--- config.mk ---
export PLATFORM = sky130hd
export DESIGN_NAME = req_capture_4_flat
export DESIGN_NICKNAME = d
export VERILOG_FILES = /design/src/rtl/req_capture_4_pkg.sv /design/src/rtl/req_capture_4_if.sv /design/src/rtl/req_capture_4_sync.sv /design/src/rtl/req_capture_4.sv /design/src/flat_wrapper.sv
export SDC_FILE = /design/constraint.sdc
export NUM_CORES = 1
export LEC_CHECK = 0
export CORE_ASPECT_RATIO = 0.9
export CORE_MARGIN = 2
export CORE_UTILIZATION = 39
export DETAILED_ROUTE_END_ITERATION = 10
export PLACE_DENSITY = 0.73
export REMOVE_ABC_BUFFERS = 1
export SYNTH_ARGS = -nofsm -noshare
export SYNTH_HDL_FRONTEND = slang
export SYNTH_SLANG_ARGS = --single-unit
--- constraint.sdc ---
create_clock -name clk -period 0.9 [get_ports clk]
set_input_delay 0.09 -clock clk [delete_from_list [all_inputs] [get_ports clk]]
set_output_delay 0.09 -clock clk [all_outputs]
set_load 0.05 [all_outputs]
--- src/rtl/req_capture_4_pkg.sv ---
// Shared constants and types for the request capture stage feeding the
// 4-to-2 priority encoder.
package req_capture_4_pkg;

  localparam int unsigned NREQ = 4;
  localparam int unsigned IDW  = 2;

  typedef enum logic {
    IDLE  = 1'b0,
    OFFER = 1'b1
  } state_t;

endpackage

--- src/rtl/req_capture_4_if.sv ---
// Valid/ready handshake carrying the encoded ID of the offered request.
interface req_capture_4_if;
  import req_capture_4_pkg::*;

  logic           irq_valid;
  logic [IDW-1:0] irq_id;
  logic           irq_ready;

  modport master (
    output irq_valid,
    output irq_id,
    input  irq_ready
  );

  modport slave (
    input  irq_valid,
    input  irq_id,
    output irq_ready
  );

endinterface

--- src/rtl/req_capture_4_sync.sv ---
// Single-bit synchroniser chain followed by an event detector
// (rising edge or level, chosen by EDGE_MODE).
module req_sync #(
  parameter int unsigned SYNC_STAGES = 2,
  parameter int unsigned EDGE_MODE   = 1
) (
  input  logic clk,
  input  logic rst_n,
  input  logic d,
  output logic ev
);

  logic [SYNC_STAGES-1:0] sr;
  logic                   s;
  logic                   s_d;

  assign s = sr[SYNC_STAGES-1];

  // Shift the asynchronous input through the synchroniser chain.
  always_ff @(posedge clk or negedge rst_n) begin
    if (!rst_n) sr <= '0;
    else        sr <= {sr[SYNC_STAGES-2:0], d};
  end

  // One-cycle history of the synchronised bit for edge detection.
  always_ff @(posedge clk or negedge rst_n) begin
    if (!rst_n) s_d <= 1'b0;
    else        s_d <= s;
  end

  assign ev = (EDGE_MODE != 0) ? (s & ~s_d) : s;

endmodule

--- src/rtl/req_capture_4.sv ---
// Request capture stage: synchronises four request lines, latches events
// into a pending register and offers the highest-priority unmasked one
// (index 3 highest) as a registered ID on a valid/ready handshake.
module req_capture_4
  import req_capture_4_pkg::*;
#(
  parameter int unsigned SYNC_STAGES = 2,
  parameter int unsigned EDGE_MODE   = 1
) (
  input  logic              clk,
  input  logic              rst_n,
  input  logic [NREQ-1:0]   req_in,
  input  logic [NREQ-1:0]   mask,
  output logic [NREQ-1:0]   pend,
  req_capture_4_if.master   irq
);

  logic [NREQ-1:0] ev;
  logic [NREQ-1:0] pend_q;
  logic [NREQ-1:0] pend_next;
  logic [NREQ-1:0] clr_vec;
  logic [NREQ-1:0] elig;
  logic [IDW-1:0]  id_q;
  logic [IDW-1:0]  id_next;
  state_t          state;
  state_t          state_next;

  // Highest set index wins.
  function automatic logic [IDW-1:0] prio_sel(input logic [NREQ-1:0] v);
    prio_sel = '0;
    for (int unsigned i = 0; i < NREQ; i++) begin
      if (v[i]) prio_sel = IDW'(i);
    end
  endfunction

  for (genvar g = 0; g < NREQ; g++) begin : g_sync
    req_sync #(
      .SYNC_STAGES(SYNC_STAGES),
      .EDGE_MODE  (EDGE_MODE)
    ) u_sync (
      .clk  (clk),
      .rst_n(rst_n),
      .d    (req_in[g]),
      .ev   (ev[g])
    );
  end

  assign elig = pend_q & mask;

  // Next-state, ID load and accept-clear decode.
  always_comb begin
    state_next = state;
    id_next    = id_q;
    clr_vec    = '0;
    case (state)
      IDLE: begin
        if (elig != '0) begin
          id_next    = prio_sel(elig);
          state_next = OFFER;
        end
      end
      OFFER: begin
        if (irq.irq_ready) begin
          clr_vec[id_q] = 1'b1;
          state_next    = IDLE;
        end
      end
      default: state_next = IDLE;
    endcase
  end

  // Events are OR'd in after the clear so a coincident set always wins.
  assign pend_next = (pend_q & ~clr_vec) | ev;

  // Pending register, FSM state and offered ID.
  always_ff @(posedge clk or negedge rst_n) begin
    if (!rst_n) begin
      pend_q <= '0;
      state  <= IDLE;
      id_q   <= '0;
    end else begin
      pend_q <= pend_next;
      state  <= state_next;
      id_q   <= id_next;
    end
  end

  assign pend          = pend_q;
  assign irq.irq_valid = (state == OFFER);
  assign irq.irq_id    = id_q;

endmodule
--- src/flat_wrapper.sv ---
// flat-port wrapper written by rule: the top's interface ports become plain ports
module req_capture_4_flat import req_capture_4_pkg::*;
#(
  parameter int unsigned SYNC_STAGES = 2,
  parameter int unsigned EDGE_MODE   = 1
)
  (clk, rst_n, req_in, mask, pend, irq_irq_valid, irq_irq_id, irq_irq_ready);
  req_capture_4_if irq_i ();
  input  logic clk;
  input  logic rst_n;
  input  logic [NREQ-1:0] req_in;
  input  logic [NREQ-1:0] mask;
  output logic [NREQ-1:0] pend;
  output wire logic [$bits(irq_i.irq_valid)-1:0] irq_irq_valid;
  output wire logic [$bits(irq_i.irq_id)-1:0] irq_irq_id;
  input wire logic [$bits(irq_i.irq_ready)-1:0] irq_irq_ready;
  assign irq_irq_valid = irq_i.irq_valid;
  assign irq_irq_id = irq_i.irq_id;
  assign irq_i.irq_ready = irq_irq_ready;
  req_capture_4 #(.SYNC_STAGES(SYNC_STAGES), .EDGE_MODE(EDGE_MODE)) u_core (.clk(clk), .rst_n(rst_n), .req_in(req_in), .mask(mask), .pend(pend), .irq(irq_i));
endmodule
==> reports/results.txt <==
Status: complete, but fails checks
Failing checks: negative setup slack
Syn. warnings: 0
Top cell type's share of synthesized area: 75.25%
P_leak: 0.5047 nW
Worst endpoint required time: 0.81 ns
Power density over the cells: 3186 mW/mm^2
Root buf cell: clkbuf_4
Fmax: 916.6 MHz
Crit. End Element: output pin
Synthesis-stage register bit count: 19
Die Y: 42.19 um
Sequential cell area fraction in the yosys report: 75.25%
Clk sinks: 19
Fin Setup TNS: -1.905 ns
CTS max path bufs: 2
Crit path from: u_core.pend[0]
MaxCap Viol Count: 0
Multi-input logic area: 152.6 um^2
Post-synthesis mux area share: 0%
Die width: 46.43 um
Synth Area in Compound Gates: 14.46%
Unique cell type count in the Yosys netlist: 12
Yosys top cell by area: dfrtp_1
R2R Setup Slk: -0.19 ns
DR iter-0 viols: 3
Worst-skew pair later-pin latency: 0.28 ns
# diodes: 0
TritonCTS clock tree: done
Vias: 494
Io pins: 18
Slew HR: 86.08%
Sequential Area: 479.2 um^2
Post-Syn Area: 631.9 um^2
Worst Hold Class: in2async
Final hold violations: 0
Row count: 13
Crit start category: register
Most frequent cells in the layout: dfrtp_1, clkdlybuf4s50_1, buf_6
Vias in the first global route: 542
Core Box Area: 0.001480 mm^2
Largest family of logic cells by synthesized area: compound AO/OA/AOI/OAI gates
Total global-route track usage: 15.82%
Overflow after GRT: 0
Cells after Synth: 49
Worst-margin pin slew: 0.2087 ns
Die area: 0.001959 mm^2
Pins Over Slew Limit: 0
Drt first pass iters: 4
Final period util: 121.2%
Worst EP arrival: 1.00 ns
Setup ws final: -0.1910 ns
First-pass GRT wire length: 2.159 mm
Area growth from synthesis to layout: 76.44%
Worst setup path class: reg2out
DR vias/cell: 4.617
Power Total: 3.551 mW
Fillers: 97
Largest net degree at the start of global routing: 20
Final setup vio count: 14
Post-route minimum period: 1.091 ns
Initial antenna violation count: 0
Starting density of the core: 42.69%
Crit-path max FO: 4
RSZ-0062 raised after global routing: yes
Post-DP HPWL: 886.4 um
Worst IR Drop VDD: 1.997 mV
Final WL: 1.297 mm
Synth Area in Adders: 0%
NumNets Final: 97
R2R depth: 4
Most common cell after layout, fill and taps aside: dfrtp_1
Worst Clk Skew: 0.002542 ns
Fraction of synthesized cell area in xor and xnor cells: 0%
Simple-gate area share of the yosys netlist: 6.139%
Syn Area/Cell: 12.90 um^2
Num CTS Buffers: 3
Fraction of layout cells with a size suffix above 1: 41.18%
Global placement routability congestion: 0.7958
Drt wl/cell: 12.12 um
Worst reg2reg path endpoint: u_core.irq.irq_valid
DRC viols: 0
H-Tree Level Count: 1
DRT antenna net count: 0
I/O Buffers: 17
Synth area leaders: dfrtp_1, o21ai_0, nand2_1
Clk pin slew, worst setup/hold paths: 0.10 ns
Worst R2R Start: u_core.pend[1]
==> worst max-delay path, cell delays in order (launching register included) <==
cell     delay, ns
dfrtp_2       0.45
buf_6         0.13
buf_12        0.13
==> Yosys cell counts, drive strengths merged <==
| cell | count |
|---|---|
| nor2 | 1 |
| o2bb2ai | 1 |
| a221o | 1 |
| nand3 | 1 |
| a22oi | 2 |
| o21a | 1 |
| inv | 5 |
| buf | 1 |
| dfrtp | 19 |
| o21ai | 10 |
| nand2 | 6 |
| nand3b | 1 |
==> routing by layer <==
metal / vias to the layer above / track usage [%] / wire (um)
li1: 235 / - / -
met3: 6 / 4.310 / 92
met5: - / 0 / 0
met1: 229 / 17.29 / 520
met4: 0 / 8.571 / 38
met2: 24 / 26.67 / 645
==> worst max path at each step <==
stage,cells past startpoint,slack (ns),end
CTS,2,-0.19,irq_irq_id[0]
global placement,4,-0.26,u_core.irq.irq_id[0]
global route,2,-0.24,pend[3]
detailed placement,4,-0.32,u_core.irq.irq_id[0]
finish,2,-0.19,pend[0]
floorplan,3,-0.40,u_core.irq.irq_id[0]
==> flip-flops by register name, summed over array words and instances (netlist names) <==
| signal | flops |
|---|---|
| u_core.g_sync.u_sync.sr | 8 |
| u_core.g_sync.u_sync.s_d | 4 |
| u_core.irq.irq_id | 2 |
| u_core.pend | 4 |
| u_core.irq.irq_valid | 1 |
==> what timing repair did <==
action	CTS	global route
hold buffers	0	0
gates resized for setup	23	6
setup buffers	3	3
gates cloned	0	0
pin swaps	6	1
setup endpoints to repair	14	14
==> per-stage QoR <==
step | instance area, um^2 | util, % | hold WS [ns] | cells | setup slack (ns)
CTS | 1086 | 73.37 | 0.1435 | 104 | -0.1918
global route | 1115 | 75.32 | 0.1235 | 107 | -0.2370
detailed placement | 979.7 | 66.19 | 0.3380 | 97 | -0.3239
floorplan | 624.3 | - | -0.2056 | 48 | -0.3954
global placement | 979.7 | 66.19 | 0.3345 | 97 | -0.2637
finish | 1115 | 75.32 | 0.1416 | 107 | -0.1910
==> cell families (layout without fill, tap and decap cells) <==
kind of cell	Yosys count	in the layout
AOI/OAI and AO/OA	15	15
buffers and inverters	6	42
DFF	19	19
and+or+nand+nor	9	9
==> power by group <==
part | switching, mW | total, mW | internal [mW]
Clock | 0.227 | 0.399 | 0.172
Combinational | 0.875 | 1.97 | 1.10
Sequential | 0.167 | 1.18 | 1.01
==> cell type report <==
| type | instances | area share (%) |
|---|---|---|
| tap | 22 | 2.469 |
| clock buffer | 4 | 2.357 |
| sequential | 19 | 42.99 |
| inverter | 5 | 1.684 |
| multi-input combinational | 24 | 13.69 |
| timing repair buffer | 33 | 36.81 |
No activity file was read; power rests on OpenSTA's default activity.
==> variant 1 (same settings) <==
Reset style: synchronous (`rst_n`), changed in 3 clocked blocks. Comments in the files are not updated.
--- a/src/rtl/req_capture_4_sync.sv
+++ b/src/rtl/req_capture_4_sync.sv
@@ -19,3 +19,3 @@
   // Shift the asynchronous input through the synchroniser chain.
-  always_ff @(posedge clk or negedge rst_n) begin
+  always_ff @(posedge clk) begin
     if (!rst_n) sr <= '0;
@@ -25,3 +25,3 @@
   // One-cycle history of the synchronised bit for edge detection.
-  always_ff @(posedge clk or negedge rst_n) begin
+  always_ff @(posedge clk) begin
     if (!rst_n) s_d <= 1'b0;
--- a/src/rtl/req_capture_4.sv
+++ b/src/rtl/req_capture_4.sv
@@ -75,3 +75,3 @@
   // Pending register, FSM state and offered ID.
-  always_ff @(posedge clk or negedge rst_n) begin
+  always_ff @(posedge clk) begin
     if (!rst_n) begin
Check against the original RTL: differs if rst_n is asserted again (counterexample within 4 cycles, from zero or initial values and one cycle with rst_n low); with rst_n held inactive, the same outputs for 10 cycles.
==> variant 1 against the unedited design <==
The flow still finishes with violations (setup timing). Synthesized cell count is 22% higher. Routed wire length is 16% higher. Cell count is 9.3% higher. Sequential cell count stayed put. Synthesized area is 2.8% higher. Design area is 1.7% higher. Worst setup slack better by 0.078 ns. Highest routed layer unchanged. Critical path type is now reg -> reg. Global-route usage is 1.6 points higher.
Power is not compared: it rests on default switching activity, and its combinational part moved more than twofold at a synthesized area within 25%.
==> variant 1: results (changes against the unedited design) <==
critical_path:
  cp_max_fo: 3  # -1
  critPathArrivalTime_ns: 1.20  # +0.20 ns
yosys:
  synth_flop_cell: "dfxtp_1"
  seq_area_frac_synth: 0.586  # -0.167
  netlist_top_cells_area: "dfxtp_1 59%, and2_1 13%, a22oi_2 3.9%"
  synthArstFlopShare: 0  # -1.00
  netlist_top_cells_count: "19 x dfxtp_1, 13 x and2_1, 3 x a21boi_1, 3 x nand2_1, 3 x nor2b_1"
  ys_types: 19  # +7
drt:
  avgRoutedWirePerCell_microns: 12.9  # +6.3%
  drtPass1Iterations: 3  # -1
  vias: 550  # +11%
sta:
  finalSetupViolations: 12  # -2
  skew_ns: 0.000849  # -0.00169 ns
  setup_slack_ns: -0.113  # +0.0784 ns
  tightest_slew_ns: 0.244  # +0.0348 ns
grt:
  grt_max_degree: 12  # -40%
  track_usage: 0.174  # +0.0156
  grt_pass1_wl_mm: 2.40  # +11%
clock_tree:
  insertion_delay_ns: 0.28  # about the same
pwr:
  comb_power_share: 0.245
status:
  status: "finished, violations left"
  violations: "setup timing"
layout:
  fillCellCount: 107  # +10%
  drive_gt1_frac: 0.421  # +0.00929
  nets: 107  # +10%
place:
  dp_slack_ns: -0.314  # +0.0103 ns
  gp_congestion: 0.815  # +2.4%
  detailed_place_hpwl_microns: 856  # -3.5%
hold_path:
  hold_class: "in -> reg"
## variant 1: cell types whose count changed after synthesis, sizes merged, moves of 3 or more
cell    change
dfrtp      -19
dfxtp      +19
and2       +13
o21ai       -7
inv         -5
a21boi      +3
nor2b       +3
## variant 1: final cells by class
cell class                      count  area, sq um  share of cell area
Clock buffer                        4         26.3              0.0232
Sequential cell                    19          399               0.352
Multi-Input combinational cell     40          290               0.256
Tap cell                           22         27.5              0.0243
Timing Repair Buffer               32          390               0.344
## variant 1: repair_timing
action | in CTS | in global routing
buffers inserted | 5 | 1
gates resized for setup | 21 | 5
setup endpoints to repair | 13 | 14
pin swaps | 3 | 3
## variant 1: cell families after synthesis
| group | share of synthesized area |
|---|---|
| DFF | 0.586 |
| and+or+nand+nor | 0.227 |
| buffers and inverters | 0.00770 |
| AOI/OAI and AO/OA | 0.179 |
## variant 1: final timing paths
path              depth (start not counted)                            end                     startpoint  slack, ns
setup / recovery                          3           u_core.irq.irq_valid                 u_core.pend[1]      -0.11
hold / removal                            2  u_core.g_sync[1].u_sync.sr[0]                      req_in[1]       0.38
setup reg to reg                          3           u_core.irq.irq_valid                 u_core.pend[1]      -0.11
hold reg to reg                           1  u_core.g_sync[0].u_sync.sr[1]  u_core.g_sync[0].u_sync.sr[0]       0.44
## variant 1: metal layers
layer  global-route usage  wire, microns  up-vias
met5                    0              0        -
met4                0.133             52        0
met3               0.0255             69        6
met2                0.288            776       22
met1                0.189            610      246
li1                     -              -      276
## variant 1: critical path, cell delays in order (launching register included)
cell,delay (ns)
dfxtp_2,0.35
a22oi_2,0.24
nand2_1,0.10
o211a_1,0.23
## variant 1: stage by stage
step	instances	TNS, ns	total power (uW)	hold WS, ns	instance area (sq um)
floorplan	59	-2.35	1070	0.208	644
global placement	107	-1.97	1280	0.414	980
detailed placement	107	-2.36	1290	0.419	980
CTS	116	-0.878	1750	0.363	1110
global route	117	-1.51	1820	0.374	1130
finish	117	-1.02	1750	0.376	1130
## variant 1: power by group through the flow
stage          registers (uW)  clock network [uW]  logic (uW)
2_1_floorplan            1010                   0        63.2
3_3_place_gp              936                   0         344
3_5_place_dp              938                   0         349
4_1_cts                   920                 421         407
5_1_grt                   927                 444         454
6_report                  922                 397         428
==> variant 2 (same flow settings) <==
Without the edit above. Register the output `irq.irq_valid`; this adds one clock of latency there.
--- a/src/rtl/req_capture_4.sv
+++ b/src/rtl/req_capture_4.sv
@@ -88,3 +88,5 @@
   assign pend          = pend_q;
-  assign irq.irq_valid = (state == OFFER);
+  always_ff @(posedge clk) begin
+    irq.irq_valid <= (state == OFFER);
+  end
   assign irq.irq_id    = id_q;
Behaviour: not the same (Yosys sat finds a counterexample within 10 cycles, from zero or initial values and one cycle with rst_n low).
==> variant 2 against the unedited design <==
The run still ends with setup timing left. Total power rose by 4.1%. Count of clock-buffer cells in the layout stayed put. Routed wire length is 18% higher. Synthesized area up 3.2%. Global-route usage up 1.3 points. Worst setup slack worse by 0.027 ns. Sequential cell count rose by 1. Sequential power increased by 7%. Design area up 0.34%. Critical path depth unchanged. Critical path type unchanged. Highest routed layer unchanged.
==> variant 2: results (changes against the unedited design) <==
status:
  violations: "setup timing"
  status: "finished, violations left"
hold_path:
  hold_class: "in -> async"
yosys:
  synth_flop_cell: "dfrtp_1"
  netlist_top_cells_count: "19 x dfrtp_1, 10 x o21ai_0, 6 x nand2_1, 5 x inv_1, 2 x a22oi_1"
  seq_area_frac_synth: 0.760  # +0.00760
  ys_types: 13  # +1
  ys_warn_count: 0  # unchanged
  netlist_top_cells_area: "dfrtp_1 73%, o21ai_0 7.7%, nand2_1 3.5%"
  syn_avg_cell_area_sq_um: 13.0  # +1.1%
  synthArstFlopShare: 0.950  # -0.0500
layout:
  nets: 95  # -2.1%
  largest_reg_flops: 8  # unchanged
  regMostFlops: "u_core.g_sync.u_sync.sr"
  antenna_cells: 0  # unchanged
  fillCellCount: 103  # +6.2%
  drive_gt1_frac: 0.398  # -0.0142
critical_path:
  worstSetupStartpoint: "u_core.irq.irq_id[0]"
  rrSetupSlack_ns: -0.15  # +0.04 ns
  endpoint: "irq_irq_id[0]"
  rr_endpoint: "u_core.irq.irq_id[0]"
  r2r-start: "u_core.pend[2]"
  ff2ff_path_depth: 3  # -1
  cp_max_fo: 4  # unchanged
  endpoint_kind: "primary output"
sta:
  tns_ns: -1.74  # +0.163 ns
  setup_slack_ns: -0.218  # -0.0272 ns
  finalSetupViolations: 13  # -1
  tightest_slew_ns: 0.215  # +0.00582 ns
  skew_ns: 0.00735  # +0.00481 ns
  hold_viol: 0  # unchanged
drt:
  wirelength_mm: 1.53  # +18%
  vias: 504  # +2.0%
  via_per_inst: 4.80  # +4.0%
  dr.first_iter.drc_count: 13  # +10
  drtPass1Iterations: 4  # unchanged
grt:
  grt_pass1_wl_mm: 2.35  # +8.7%
  grt_max_degree: 20  # unchanged
  grt_pass1_vias: 520  # -4.1%
  track_usage: 0.172  # +0.0133
  antenna_found_initial: 0  # unchanged
clock_tree:
  htreeDepth: 1  # unchanged
  insertion_delay_ns: 0.30  # +0.02 ns
  max-clock-path-buffers: 2  # unchanged
  cts_buffers: 3  # unchanged
  clk_transition_reported_paths_ns: 0.11
  root_buffer: "clkbuf_4"
pwr:
  leakage_uw: 0.000506  # +0.27%
  peakVddDrop_v: 0.00161  # -19%
place:
  dp_slack_ns: -0.311  # +0.0126 ns
  gp_congestion: 0.866  # +8.9%
  detailed_place_hpwl_microns: 987  # +11%
  port_buffers: 17  # unchanged
  dp_cells: 97  # unchanged
  place_area_sq_um: 992  # +1.3%
variant 2: changes by cell type after synthesis, sizes merged:
cell	before	now
dfxtp	0	1
variant 2: worst max-delay path, cell delays in order (launching register included):
cell	delay, ns
dfrtp_2	0.46
buf_6	0.13
buf_12	0.13
variant 2: layer usage:
| metal | track usage | wire length (microns) | vias to the layer above |
|---|---|---|---|
| li1 | - | - | 234 |
| met1 | 0.188 | 628 | 242 |
| met2 | 0.285 | 775 | 24 |
| met3 | 0.0511 | 100 | 4 |
| met4 | 0.0944 | 23 | 0 |
| met5 | 0 | 0 | - |
variant 2: cell families after synthesis:
kind of cell           after synthesis  share of synthesized area
AOI/OAI and AO/OA                   15                      0.140
DFF                                 20                      0.760
buffers and inverters                6                     0.0403
and+or+nand+nor                      9                     0.0595
variant 2: final cells by class:
cell class / count / area share
sequential: 20 / 0.446
timing repair buffer: 30 / 0.340
multi-input combinational: 24 / 0.140
clock buffer: 4 / 0.0324
tap: 22 / 0.0246
inverter: 5 / 0.0168
variant 2: worst min-delay path by stage:
| stage | start | endpoint | slack, ns | cells past startpoint |
|---|---|---|---|---|
| after detailed placement | u_core.g_sync[0].u_sync.sr[0] | u_core.g_sync[0].u_sync.sr[1] | 0.34 | 0 |
| after global routing | rst_n | u_core.irq.irq_id[0] | 0.12 | 2 |
| after CTS | rst_n | u_core.irq.irq_id[0] | 0.12 | 2 |
| after floorplan | rst_n | u_core.g_sync[0].u_sync.s_d | -0.21 | 0 |
| after global placement | u_core.g_sync[0].u_sync.sr[0] | u_core.g_sync[0].u_sync.sr[1] | 0.33 | 0 |
| final | rst_n | u_core.irq.irq_id[0] | 0.12 | 2 |
variant 2: what timing repair did:
| item | in CTS | in global routing |
|---|---|---|
| resized for setup | 17 | 8 |
| setup endpoints to repair | 14 | 14 |
| setup buffers | 2 | 3 |
| hold buffers | 0 | 0 |
| pin swaps | 2 | 6 |
variant 2: where the power goes:
group,internal (uW),switching [uW]
logic,1050,882
clock network,247,259
registers,1070,196
variant 2: metrics by stage:
stage | hold WS (ns) | utilization | total power (uW)
after floorplan | -0.206 | - | 1840
after global placement | 0.333 | 0.656 | 2770
after detailed placement | 0.336 | 0.656 | 2830
after CTS | 0.122 | 0.718 | 3560
after global routing | 0.116 | 0.739 | 3880
final | 0.120 | 0.739 | 3700
